--- src/rtl/mems_spi_arbiter.sv ---
// Arbitrates scan-sequencer and host DAC words onto one shared SPI master.
// Define MEMS_ARB_ROUND_ROBIN_EN for round-robin; otherwise host has fixed priority.
module mems_spi_arbiter #(
  parameter int DATA_W  = 24,
  parameter int TIMEOUT = 15
) (
  input  logic              clk,
  input  logic              rst,
  input  logic              scan_valid,
  input  logic [DATA_W-1:0] scan_data,
  output logic              scan_ack,
  input  logic              host_valid,
  input  logic [DATA_W-1:0] host_data,
  output logic              host_ack,
  input  logic              spi_busy,
  output logic              spi_start,
  output logic [DATA_W-1:0] spi_data,
  output logic              owner,
  output logic              done,
  output logic              timeout_err,
  input  logic              err_clr
);

  localparam int CNT_W = $clog2(TIMEOUT + 1);
  localparam logic [CNT_W-1:0] CNT_LAST = CNT_W'(TIMEOUT - 1);
  localparam logic [CNT_W-1:0] CNT_MAX  = {CNT_W{1'b1}};

  typedef enum logic [1:0] {
    IDLE,
    LAUNCH,
    WAIT_BUSY,
    WAIT_DONE
  } state_t;

  state_t              r_state;
  state_t              w_state_next;
  logic [CNT_W-1:0]    r_cnt;
  logic [CNT_W-1:0]    w_cnt_next;
  logic [CNT_W-1:0]    w_cnt_inc;
  logic                r_scan_ack;
  logic                w_scan_ack_next;
  logic                r_host_ack;
  logic                w_host_ack_next;
  logic                r_spi_start;
  logic                w_spi_start_next;
  logic [DATA_W-1:0]   r_spi_data;
  logic [DATA_W-1:0]   w_spi_data_next;
  logic                r_owner;
  logic                w_owner_next;
  logic                r_done;
  logic                w_done_next;
  logic                r_timeout_err;
  logic                w_timeout_err_next;
  logic                w_any_valid;
  logic                w_pick_host;

  assign w_any_valid = scan_valid | host_valid;

`ifdef MEMS_ARB_ROUND_ROBIN_EN
  // r_owner doubles as the last-grant record; reset value 0 (scan) hands the first contest to host.
  assign w_pick_host = host_valid & (~scan_valid | ~r_owner);
`else
  assign w_pick_host = host_valid;
`endif

  assign w_cnt_inc = (r_cnt == CNT_MAX) ? r_cnt : r_cnt + CNT_W'(1);

  always_ff @(posedge clk or posedge rst) begin
    if (rst) begin
      r_state       <= IDLE;
      r_cnt         <= '0;
      r_scan_ack    <= 1'b0;
      r_host_ack    <= 1'b0;
      r_spi_start   <= 1'b0;
      r_spi_data    <= '0;
      r_owner       <= 1'b0;
      r_done        <= 1'b0;
      r_timeout_err <= 1'b0;
    end else begin
      r_state       <= w_state_next;
      r_cnt         <= w_cnt_next;
      r_scan_ack    <= w_scan_ack_next;
      r_host_ack    <= w_host_ack_next;
      r_spi_start   <= w_spi_start_next;
      r_spi_data    <= w_spi_data_next;
      r_owner       <= w_owner_next;
      r_done        <= w_done_next;
      r_timeout_err <= w_timeout_err_next;
    end
  end

  always_comb begin
    w_state_next       = r_state;
    w_cnt_next         = r_cnt;
    w_scan_ack_next    = 1'b0;
    w_host_ack_next    = 1'b0;
    w_spi_start_next   = 1'b0;
    w_spi_data_next    = r_spi_data;
    w_owner_next       = r_owner;
    w_done_next        = 1'b0;
    w_timeout_err_next = r_timeout_err & ~err_clr;

    case (r_state)
      IDLE: begin
        // The cycle that shows done is kept grant-free so requesters see completion first.
        if (!spi_busy && !r_done && w_any_valid) begin
          w_spi_data_next  = w_pick_host ? host_data : scan_data;
          w_owner_next     = w_pick_host;
          w_host_ack_next  = w_pick_host;
          w_scan_ack_next  = ~w_pick_host;
          w_spi_start_next = 1'b1;
          w_state_next     = LAUNCH;
        end
      end
      LAUNCH: begin
        w_cnt_next   = '0;
        w_state_next = WAIT_BUSY;
      end
      WAIT_BUSY: begin
        if (spi_busy) begin
          w_state_next = WAIT_DONE;
        end else begin
          w_cnt_next = w_cnt_inc;
          if (w_cnt_inc >= CNT_LAST) begin
            w_timeout_err_next = 1'b1;
            w_done_next        = 1'b1;
            w_state_next       = IDLE;
          end
        end
      end
      WAIT_DONE: begin
        if (!spi_busy) begin
          w_done_next  = 1'b1;
          w_state_next = IDLE;
        end
      end
      default: w_state_next = IDLE;
    endcase
  end

  assign scan_ack    = r_scan_ack;
  assign host_ack    = r_host_ack;
  assign spi_start   = r_spi_start;
  assign spi_data    = r_spi_data;
  assign owner       = r_owner;
  assign done        = r_done;
  assign timeout_err = r_timeout_err;

endmodule

--- config.mk ---
export PLATFORM = sky130hd
export DESIGN_NAME = mems_spi_arbiter
export DESIGN_NICKNAME = d
export VERILOG_FILES = /design/src/rtl/mems_spi_arbiter.sv
export SDC_FILE = /design/constraint.sdc
export NUM_CORES = 1
export LEC_CHECK = 0
export CAP_MARGIN = 20
export CORE_MARGIN = 2
export CORE_UTILIZATION = 60
export DETAILED_ROUTE_END_ITERATION = 10
export DONT_BUFFER_PORTS = 1
export PLACE_DENSITY = 0.76
export SYNTH_ARGS = -nofsm -noshare
export SYNTH_HDL_FRONTEND = slang
export SYNTH_SLANG_ARGS = --single-unit
--- constraint.sdc ---
create_clock -name clk -period 1.7 [get_ports clk]
set_input_delay 0 -clock clk [delete_from_list [all_inputs] [get_ports clk]]
set_output_delay 0 -clock clk [all_outputs]
set_load 0.02 [all_outputs]
==> After elaboration in Yosys (flattened, before gate mapping) <==
Index checks and enable logic that the tools add are counted.
{ "op_classes": {"n_addsub": 1, "magnitude_cmp": 1, "n_eq_ne": 8, "n_mux": 22, "bitwise": 4, "reduce_logical": 9} }
{ "ops": {"columns": ["operator", "count"], "rows": [
  ["two-way mux 24 bit", 1],
  ["two-way mux 1 bit", 12],
  ["two-way mux 2 bit", 4],
  ["two-way mux 4 bit", 2],
  ["one-hot mux 2 bit (4 select lines)", 1],
  ["one-hot mux 4 bit (2 select lines)", 1],
  ["!= test 2 bit (second input constant)", 3],
  ["adder 4 x 1 -> 4 bit (second input constant)", 1],
  ["equality test 2 bit (second input constant)", 2],
  ["equality test 4 bit (second input constant)", 1],
  ["greater-or-equal comparator 4 bit (second input constant)", 1],
  ["AND reduction 2 bit", 2],
  ["!= test 3 bit (second input constant)", 1],
  ["AND reduction 3 bit", 1],
  ["equality test 2 x 1 -> 1 bit (second input constant)", 1],
  ["logical AND 1 bit", 2],
  ["zero test 1 bit", 2],
  ["zero test 2 bit", 1],
  ["inverter 1 bit", 2],
  ["one-hot mux 1 bit (2 select lines)", 1],
  ["nonzero test 2 bit", 1],
  ["bitwise AND 1 bit", 1],
  ["OR 1 bit", 1]
]} }
{ "word_totals": {"reg_bits": 36, "output_inout_bits": 30, "word_cells": 54} }

==> Depth between registers and ports, before layout <==
Gate-level depths: netlist of the first run.
{ "logic_depth": {"word_depth": 6, "mapped_depth": 7} }

==> Worst setup path before layout of the first run <==
No wires, ideal clock.
{ "synth_timing": {"path_kind": "flip-flop to flip-flop", "start": "register r_cnt[0]", "end": "register r_timeout_err (netlist: timeout_err)", "t_arrival_ns": 1.376, "t_required_ns": 1.578, "setup_slack_ns": 0.203, "stages_incl_launch_ff": 6, "n_path_buf": 0, "path_cell_list": "dfrtp_1 ha_1 and4b_1 a31oi_1 o21ai_1 a32o_1"} }
{ "synth_via": {"elab_chain_len": 6} }
{ "synth_rtl": {"columns": ["item", "line_no", "source"], "rows": [
  ["start, declared", "37", "logic [CNT_W-1:0] r_cnt;"],
  ["start signal, assigned", "81", "r_cnt <= w_cnt_next;"],
  ["adder 4 x 1 -> 4 bit or equality test 4 bit (tied branches)", "66", "assign w_cnt_inc = (r_cnt == CNT_MAX) ? r_cnt : r_cnt + CNT_W'(1);"],
  ["two-way mux 4 bit *", "66", null],
  ["greater-or-equal comparator 4 bit *", "124", "if (w_cnt_inc >= CNT_LAST) begin"],
  ["two-way mux 1 bit *", "124", null],
  ["two-way mux 1 bit *", "120", "if (spi_busy) begin"],
  ["two-way mux 1 bit *", "103", "case (r_state)"],
  ["net w_timeout_err_next", "53", "logic w_timeout_err_next;"],
  ["end signal, assigned", "88", "r_timeout_err <= w_timeout_err_next;"],
  ["end, declared", "52", "logic r_timeout_err;"]
]} }
The timed path passes the listed nets; every way through them passes the cells marked *.
A chain may end at the register's enable or synchronous reset.

==> Worst setup path in the final report of the first run <==
Same ends and word-level chain as after synthesis.

==> results.json, run 1 <==
{
  "setup_viol": 0,
  "syn_area_um2": 1860,
  "utilization": 0.818,
  "placed_cell_area_um2": 1850,
  "critical_path_depth": 5,
  "seqCellArea_um2": 903,
  "cp_cell_sequence": "ha_1 > a21boi_1 > mux2i_1 > o21ai_1 > a32o_1",
  "wl_mm": 4.45,
  "worst_path_largest_cell_delay_ps": 460,
  "cts_made_buffers": 5,
  "fin_nets": 273,
  "timing.hold.ws_ps": 24.1,
  "outcome": "finished clean",
  "rr_worst_depth": 5,
  "synth_seq_area_share": 0.484,
  "fillers": 176,
  "layoutNonFillerInstCount": 252,
  "critPathKind": "reg2reg",
  "ys_ff_latch": 36,
  "final_cell_mix": "dlygate4sd3_1, dfrtp_1, mux2i_1, a21oi_2, nor2_1",
  "drtIter0Drc": 59,
  "clock-root-buffer": "clkbuf_4",
  "place_congestion": 0.718,
  "total_power_mw": 3.47,
  "slowest_stage": "dfrtp_2",
  "whs_path_depth": 2,
  "die_y_um": 59.7,
  "reg2reg_setup_slack_ps": 70,
  "clockBufferDepth": 2,
  "core_area_um2": 3000,
  "grt_max_degree": 32,
  "drc_errors": 0,
  "syn_area_per_cell_um2": 11.4,
  "die_w_um": 59.7,
  "synth_fp_nets": 219,
  "multi_input_area_um2": 837,
  "hold_class": "in2reg",
  "maxCapViolations": 0,
  "grt_usage": 0.264,
  "finalCritPeriodShare": 0.958,
  "dp.final_hpwl_mm": 2.57,
  "yosys-top-cells-area": "dfrtp_1, mux2i_1, a21oi_2",
  "p_leak_nw": 1.06,
  "worst-path-buf-inv": 0,
  "wl_per_cell_um": 17.7,
  "via_count": 1461,
  "power_density_nw_per_um2": 1410,
  "firstDrtPassIters": 4,
  "comb_power_share": 0.315,
  "setup_ws_ps": 72.1,
  "swShare": 0.439,
  "tightest_slew_ps": 548,
  "hold_viol_final": 0,
  "antenna_found_initial": 0,
  "antenna_cells": 0,
  "period_minus_slack_ps": 1630,
  "htreeDepth": 2,
  "ant_nets": 0,
  "p_int_mw": 1.95,
  "dieArea_um2": 3560,
  "grt_pass1_wl_mm": 6.96,
  "synth_top_area_frac": 0.484,
  "fmax_ghz": 0.614,
  "final_common_cell": "dlygate4sd3_1",
  "ys_types": 31,
  "slew_headroom": 0.635,
  "pwr-share-seq": 0.548,
  "area_delta_synth_final_pct": 31.9,
  "synthCells": 164,
  "clk-insertion-delay-late_ps": 340,
  "finalMaxSlewViolations": 0,
  "fin_setup_tns_ps": 0,
  "clk_transition_reported_paths_ps": 100,
  "clock_power_share": 0.137,
  "portBuffers": 0,
  "cp_top_family": "compound AO/OA/AOI/OAI gates",
  "arrival_ps": 1860,
  "dp_worst_setup_slack_ps": 75.0,
  "num_rows": 20,
  "path_max_fanout": 7,
  "io_pins": 84,
  "critPathCaptureType": "flip-flop",
  "yosysTopAreaCell": "dfrtp_1",
  "fin_area_um2": 2450,
  "cts_tree": "done",
  "required_ps": 1930,
  "skew_ps": 4.31,
  "cts_sinks": 36,
  "drive_gt1_frac": 0.205,
  "yosysWarnings": 0,
  "initial_utilization": 0.620,
  "rsz0062_at_grt": "no",
  "p_sw_mw": 1.52,
  "crit_path_start_kind": "flip-flop",
  "grt.overflow.total": 0,
  "grt_pass1_vias": 1507,
  "viasPerCell": 5.80,
  "peakVddDrop_mv": 0.770,
  "dp_cells": 191
}
-- cells by family (layout without fill, tap and decap cells) --
logic type | Yosys count | count (layout) | share of synthesized area
compound gates | 40 | 40 | 0.171
flops | 36 | 36 | 0.484
simple gates | 45 | 45 | 0.120
buf+inv | 14 | 69 | 0.0672
fa+ha+maj | 1 | 1 | 0.00672
mux | 28 | 28 | 0.151
-- cells in the mapped netlist --
| cell | instances |
|---|---|
| a211oi_1 | 1 |
| a21boi_0 | 1 |
| a21o_1 | 1 |
| a21oi_1 | 3 |
| a21oi_2 | 24 |
| a22o_1 | 2 |
| a31oi_1 | 2 |
| a32o_1 | 1 |
| and2_1 | 1 |
| and4b_1 | 1 |
| buf_12 | 1 |
| buf_2 | 3 |
| buf_6 | 4 |
| buf_8 | 2 |
| clkbuf_1 | 1 |
| dfrtp_1 | 36 |
| ha_1 | 1 |
| inv_1 | 3 |
| mux2_2 | 1 |
| mux2i_1 | 27 |
| nand2_1 | 11 |
| nand4_1 | 1 |
| nor2_1 | 22 |
| nor2_2 | 4 |
| nor2b_1 | 2 |
| nor4_4 | 1 |
| nor4b_1 | 1 |
| nor4bb_1 | 1 |
| o21a_1 | 2 |
| o21ai_0 | 2 |
| o21ai_1 | 1 |
-- worst reg2reg max path, cell delays in order (launching register included) --
cell and delay (ps):
dfrtp_2 460, ha_1 350, a21boi_1 150, mux2i_1 170
o21ai_1 120, a32o_1 270
-- worst paths after layout --
check	start	to
max	r_cnt[0]	timeout_err
min	scan_valid	owner
max reg2reg	r_cnt[0]	timeout_err
min reg2reg	r_cnt[0]	r_cnt[0]
max in group asynchronous	rst	r_cnt[0]
min in group asynchronous	rst	spi_data[22]
-- state kept, by name (all words and copies together), names as in the netlist --
signal,cells
r_cnt,4
host_ack,1
scan_ack,1
spi_data,24
r_state,2
spi_start,1
timeout_err,1
owner,1
done,1
-- power by group through the flow --
stage / logic [mW] / registers [mW] / clock network [mW]
2_1_floorplan: 0.847 / 1.82 / 0
3_3_place_gp: 0.855 / 1.88 / 0
3_5_place_dp: 0.926 / 1.90 / 0
4_1_cts: 1.06 / 1.89 / 0.479
5_1_grt: 1.21 / 1.94 / 0.522
6_report: 1.09 / 1.90 / 0.476
-- what timing repair did --
item | CTS | global route
endpoints found under the setup margin | 0 | 3
endpoints found under the hold margin | 68 | 0
buffers inserted | 0 | 0
gates resized for setup | 0 | 3
hold buffers | 53 | 0
-- final cells by class --
cell class / count / area share
Multi-Input combinational cell: 114 / 0.341
Timing Repair Buffer: 58 / 0.246
Inverter: 3 / 0.00459
Clock buffer: 8 / 0.0240
Tap cell: 33 / 0.0168
Sequential cell: 36 / 0.368
-- per-layer routing --
metal	vias up	share of wire	track usage
li1	681	-	-
met1	702	0.37	0.312
met2	67	0.54	0.455
met3	11	0.064	0.0649
met4	0	0.022	0.114
met5	-	0	0
(Power assumes the default switching activity.)
==> run 2, diff against run 1 <==
ABC_AREA = 1   (was unset)
==> run 2 against run 1 <==
Net effect:
- clock skew increased by 6.7 ps
- utilization is 7.2 points higher
- worst setup slack better by 100 ps
- clock power increased by 2%
- cell count rose by 15%
- sequential power shrank 4%
- largest power group unchanged
==> results.json, run 2 <==
{
  "area_delta_synth_final_pct": 37.9,
  "critPathCaptureType": "flip-flop",
  "fillers": 118,
  "finalMaxSlewViolations": 0,
  "pwr-share-seq": 0.555,
  "wl_mm": 5.12,
  "io_pins": 84,
  "critPathKind": "reg2reg",
  "crit_top_cell": "nand2_1",
  "clockBufferDepth": 2,
  "setup_viol": 0,
  "power_density_nw_per_um2": 1460,
  "grt_usage": 0.344,
  "cp_cell_sequence": "inv_2 > nand2_1 > nor2_4 > nand2_1 > inv_2 > nand2_1 > nand3_1",
  "clk-insertion-delay-late_ps": 330,
  "required_ps": 1970,
  "syn_area_um2": 1630,
  "core_area_um2": 2520,
  "worst_path_largest_cell_delay_ps": 440,
  "largest_register_ffs": 24,
  "setup_ws_ps": 172,
  "total_power_mw": 3.28,
  "p_leak_nw": 1.08,
  "cts_made_buffers": 5,
  "worst-path-buf-inv": 2,
  "peakVddDrop_mv": 1.33,
  "p_sw_mw": 1.50,
  "grt_pass1_wl_mm": 8.38,
  "async_reset_ff_frac": 1.00,
  "dieArea_um2": 3150,
  "antenna_found_initial": 0,
  "drc_errors": 0,
  "grt_max_degree": 37,
  "initial_utilization": 0.645,
  "swShare": 0.457,
  "clock_power_share": 0.148,
  "yosysWarnings": 0,
  "cp_top_family": "simple AND/OR/NAND/NOR gates",
  "skew_ps": 11.0,
  "final_common_cell": "nand2_1",
  "hold_class": "in2async",
  "hold_viol_final": 0,
  "tightest_slew_ps": 509,
  "clock-root-buffer": "clkbuf_4",
  "finalCritPeriodShare": 0.899,
  "synthTopCellsByCount": "nand2_1, dfrtp_1, nand3_1, inv_1, o21ai_0",
  "synth_top_area_frac": 0.553,
  "dp_worst_setup_slack_ps": 254,
  "p_int_mw": 1.78,
  "synth.most_common_cell": "nand2_1",
  "die_w_um": 56.1,
  "num_rows": 18,
  "crit_path_start_kind": "flip-flop",
  "htreeDepth": 2,
  "wl_per_cell_um": 17.7,
  "synth_fp_nets": 256,
  "yosys-top-cells-area": "dfrtp_1, nand2_1, nand3_1",
  "drtIter0Drc": 132,
  "die_y_um": 56.1,
  "slew_headroom": 0.657,
  "final_cell_mix": "nand2_1, dlygate4sd3_1, dfrtp_1, nand3_1, inv_1",
  "place_congestion": 0.785,
  "synth_edf_count": 0,
  "portBuffers": 0,
  "syn_area_per_cell_um2": 8.10,
  "synthCells": 201,
  "via_count": 1706,
  "antenna_cells": 0,
  "path_max_fanout": 25,
  "rsz0062_at_grt": "no",
  "grt.overflow.total": 0,
  "clk_transition_reported_paths_ps": 110,
  "yosysTopAreaCell": "dfrtp_1",
  "outcome": "finished clean",
  "cts_sinks": 36,
  "fin_nets": 314,
  "drive_gt1_frac": 0.0769,
  "comb_power_share": 0.298,
  "ys_ff_latch": 36,
  "grt_pass1_vias": 1768,
  "fmax_ghz": 0.654,
  "firstDrtPassIters": 4,
  "viasPerCell": 5.88,
  "period_minus_slack_ps": 1530,
  "ys_types": 19,
  "cts_resized": 0,
  "cts_tree": "done",
  "ant_nets": 0,
  "slowest_stage": "dfrtp_1",
  "maxCapViolations": 0,
  "arrival_ps": 1800,
  "fin_setup_tns_ps": 0,
  "synth_seq_area_share": 0.553,
  "synth_ff_type": "dfrtp_1",
  "dp.final_hpwl_mm": 2.44
}
## run 2: cell count changes in the layout (fill, tap and decap cells not counted), moves of 3 or more
cell	before	now
nor2_1	22	5
nand2_1	11	96
o21ai_0	2	6
buf_12	3	0
nand3_1	0	27
inv_2	0	4
inv_1	3	9
nor2_2	4	1
a21oi_2	24	0
mux2i_1	27	0
## run 2: what timing repair did
item | CTS | global route
hold endpoints to repair | 70 | 0
hold buffers | 53 | 0
setup endpoints to repair | 0 | 0
buffers inserted | 0 | 0
## run 2: path summary, 6_finish.rpt
path	start	end	slack [ps]	depth (start not counted)
setup / recovery	r_state[1]	spi_data[2]	170	7
max in group asynchronous	rst	spi_data[18]	1180	3
min in group clk	err_clr	timeout_err	310	2
hold reg to reg	r_cnt[3]	r_cnt[3]	610	2
hold / removal	rst	spi_data[20]	200	3
setup reg to reg	r_state[1]	spi_data[2]	170	7
## run 2: layout make-up
| class | count | area, um2 | share of cell area |
|---|---|---|---|
| well taps | 30 | 37.5 | 0.0167 |
| clock buffers | 6 | 51.3 | 0.0229 |
| flip-flops and latches | 36 | 901 | 0.401 |
| inverters | 13 | 48.8 | 0.0217 |
| clock inverters | 2 | 10.0 | 0.00446 |
| repair buffers | 57 | 561 | 0.250 |
| multi-input cells | 146 | 636 | 0.283 |
## run 2: through the flow
stage | std cells | util | instance area [um2] | hold WS [ps]
floorplan | 201 | - | 1630 | 86.3
global placement | 229 | 0.655 | 1650 | 12.1
detailed placement | 229 | 0.655 | 1650 | 18.6
CTS | 290 | 0.890 | 2240 | 208
global route | 290 | 0.890 | 2240 | 248
finish | 290 | 0.890 | 2240 | 199
## run 2: power groups by stage
| stage | clock network [mW] | logic, mW | registers, mW |
|---|---|---|---|
| 2_1_floorplan | 0 | 0.667 | 1.76 |
| 3_3_place_gp | 0 | 0.760 | 1.81 |
| 3_5_place_dp | 0 | 0.815 | 1.82 |
| 4_1_cts | 0.481 | 0.921 | 1.80 |
| 5_1_grt | 0.522 | 1.10 | 1.86 |
| 6_report | 0.485 | 0.977 | 1.82 |
## run 2: kinds of logic after synthesis
logic type	synth area share
adders and majority gates	0.00769
buffers and inverters	0.0561
AOI/OAI and AO/OA	0.0384
and+or+nand+nor	0.344
DFF	0.553
## run 2: worst min-delay path, cell delays in order
cell and delay, ps:
dlygate4sd3_1 530, inv_1 60, buf_4 390
## run 2: metal layers
| layer | wire length [um] | global-route usage | vias to the layer above |
|---|---|---|---|
| met4 | 91 | 0.0884 | 0 |
| li1 | - | - | 754 |
| met2 | 2760 | 0.622 | 103 |
| met1 | 1810 | 0.380 | 837 |
| met5 | 0 | 0 | - |
| met3 | 458 | 0.126 | 12 |
==> run 3, diff against run 2 <==
clock period = 1.85 ns   (was 1.7 ns; I/O delays follow)
==> run 3 against run 2 <==
Net effect:
- global-route usage is 1.4 points lower
- sequential share of layout area up 0.11 points
- power shrank 8.8%
- first-iteration DRC count shrank 11%
- register-to-register slack better by 96 ps
- critical endpoint is now spi_data[0]
==> results.json, run 3 (synthesis gave the netlist of run 2 again) <==
{
  "top_usage_layer": "met2",
  "r2r-start": "done",
  "required_ps": 2130,
  "cp_cell_sequence": "nor2_1 > o21ai_1 > nor2_4 > nand2_1 > inv_2 > nand2_1 > nand3_1",
  "post-cts-setup-buffer-count": 0,
  "cts_resized": 0,
  "initial_utilization": 0.645,
  "arrival_ps": 1860,
  "final_common_cell": "nand2_1",
  "worst_path_largest_cell_delay_ps": 460,
  "use_met3": 0.107,
  "drc_errors": 0,
  "core_area_um2": 2520,
  "clock_power_share": 0.148,
  "tightest_slew_ps": 426,
  "clk-insertion-delay-late_ps": 340,
  "portBuffers": 0,
  "path_max_fanout": 25,
  "grt_max_degree": 37,
  "die_w_um": 56.1,
  "grt_usage": 0.330,
  "finalCritPeriodShare": 0.855,
  "rr_worst_depth": 7,
  "finalMaxSlewViolations": 0,
  "firstDrtPassIters": 5,
  "clk_transition_reported_paths_ps": 110,
  "met2_usage": 0.563,
  "critPathKind": "reg2reg",
  "fin_nets": 313,
  "power_density_nw_per_um2": 1340,
  "cts_sinks": 36,
  "dp.final_hpwl_mm": 2.54,
  "p_int_mw": 1.64,
  "hold_class": "in2async",
  "dp_cells": 228,
  "outcome": "finished clean",
  "p_sw_mw": 1.36,
  "largest_register_ffs": 24,
  "peakVddDrop_mv": 1.06,
  "place_congestion": 0.769,
  "period_minus_slack_ps": 1580,
  "reg2reg_to": "spi_data[0]",
  "via_count": 1622,
  "slew_headroom": 0.713,
  "slowest_stage": "dfrtp_1",
  "hold_viol_final": 0,
  "ant_nets": 0,
  "holdBufCountCts": 53,
  "rsz0062_at_grt": "no",
  "clockBufferDepth": 2,
  "crit_path_start_kind": "flip-flop",
  "htreeDepth": 2,
  "grt_use_met1": 0.386,
  "dieArea_um2": 3150,
  "critPathCaptureType": "flip-flop",
  "grt_pass1_vias": 1662,
  "area_delta_synth_final_pct": 37.5,
  "viasPerCell": 5.61,
  "layoutNonFillerInstCount": 289,
  "maxCapViolations": 0,
  "cts_tree": "done",
  "cts_made_buffers": 5,
  "fin_setup_tns_ps": 0,
  "reg2reg_setup_slack_ps": 270,
  "swShare": 0.453,
  "die_y_um": 56.1,
  "final_cell_mix": "nand2_1, dlygate4sd3_1, dfrtp_1, nand3_1, inv_1",
  "io_pins": 84,
  "drive_gt1_frac": 0.0695,
  "grt.overflow.total": 0,
  "comb_power_share": 0.290,
  "skew_ps": 14.1,
  "total_power_mw": 2.99,
  "num_rows": 18,
  "fmax_ghz": 0.632,
  "crit_top_cell": "nand2_1",
  "drtIter0Drc": 118,
  "pwr-share-seq": 0.562,
  "p_leak_nw": 1.07,
  "setup_viol": 0,
  "clock-root-buffer": "clkbuf_4",
  "wl_per_cell_um": 17.3,
  "wl_mm": 4.99,
  "grt_pass1_wl_mm": 7.97,
  "antenna_cells": 0,
  "antenna_found_initial": 0
}
run 3: how the worst max path moves through the flow:
stage               startpoint          end  slack [ps]  cells after the start
finish                    done  spi_data[0]         270                      7
global route              done  spi_data[0]         120                      7
CTS                       done  spi_data[2]         310                      7
detailed placement        done  spi_data[2]         330                      7
global placement          done  spi_data[0]         410                      8
floorplan                 done  spi_data[0]         560                      8
run 3: final cells by class:
cell class / count / area (um2)
inverter: 13 / 48.8
multi-input combinational: 146 / 636
tap: 30 / 37.5
fill: 115 / 284
clock inverter: 1 / 7.51
timing repair buffer: 56 / 553
clock buffer: 7 / 55.1
sequential: 36 / 901
run 3: power groups by stage:
stage | Clock (mW) | Sequential (mW) | Combinational (mW)
6_report | 0.443 | 1.68 | 0.869
5_1_grt | 0.491 | 1.71 | 0.977
4_1_cts | 0.454 | 1.66 | 0.831
3_5_place_dp | 0 | 1.68 | 0.735
3_3_place_gp | 0 | 1.67 | 0.684
2_1_floorplan | 0 | 1.62 | 0.613
run 3: metal layers:
layer	share of wire	wire, um
met5	0	0
met4	0.021	104
met3	0.098	489
met2	0.51	2550
met1	0.37	1850
run 3: worst max-delay path, delay by kind of cell, from the launching register on:
family | cells | cell delay (ps)
simple gates | 5 | 620
compound gates | 1 | 120
buf+inv | 1 | 330
flops | 1 | 460
run 3: through the flow:
stage          hold slack [ps]  cell area, um2  utilization  setup slack, ps
2_1_floorplan             86.3            1630            -              560
3_3_place_gp              10.0            1650        0.652              415
3_5_place_dp              19.7            1650        0.652              328
4_1_cts                    199            2240        0.887              308
5_1_grt                    258            2240        0.887              119
6_report                   224            2240        0.887              268
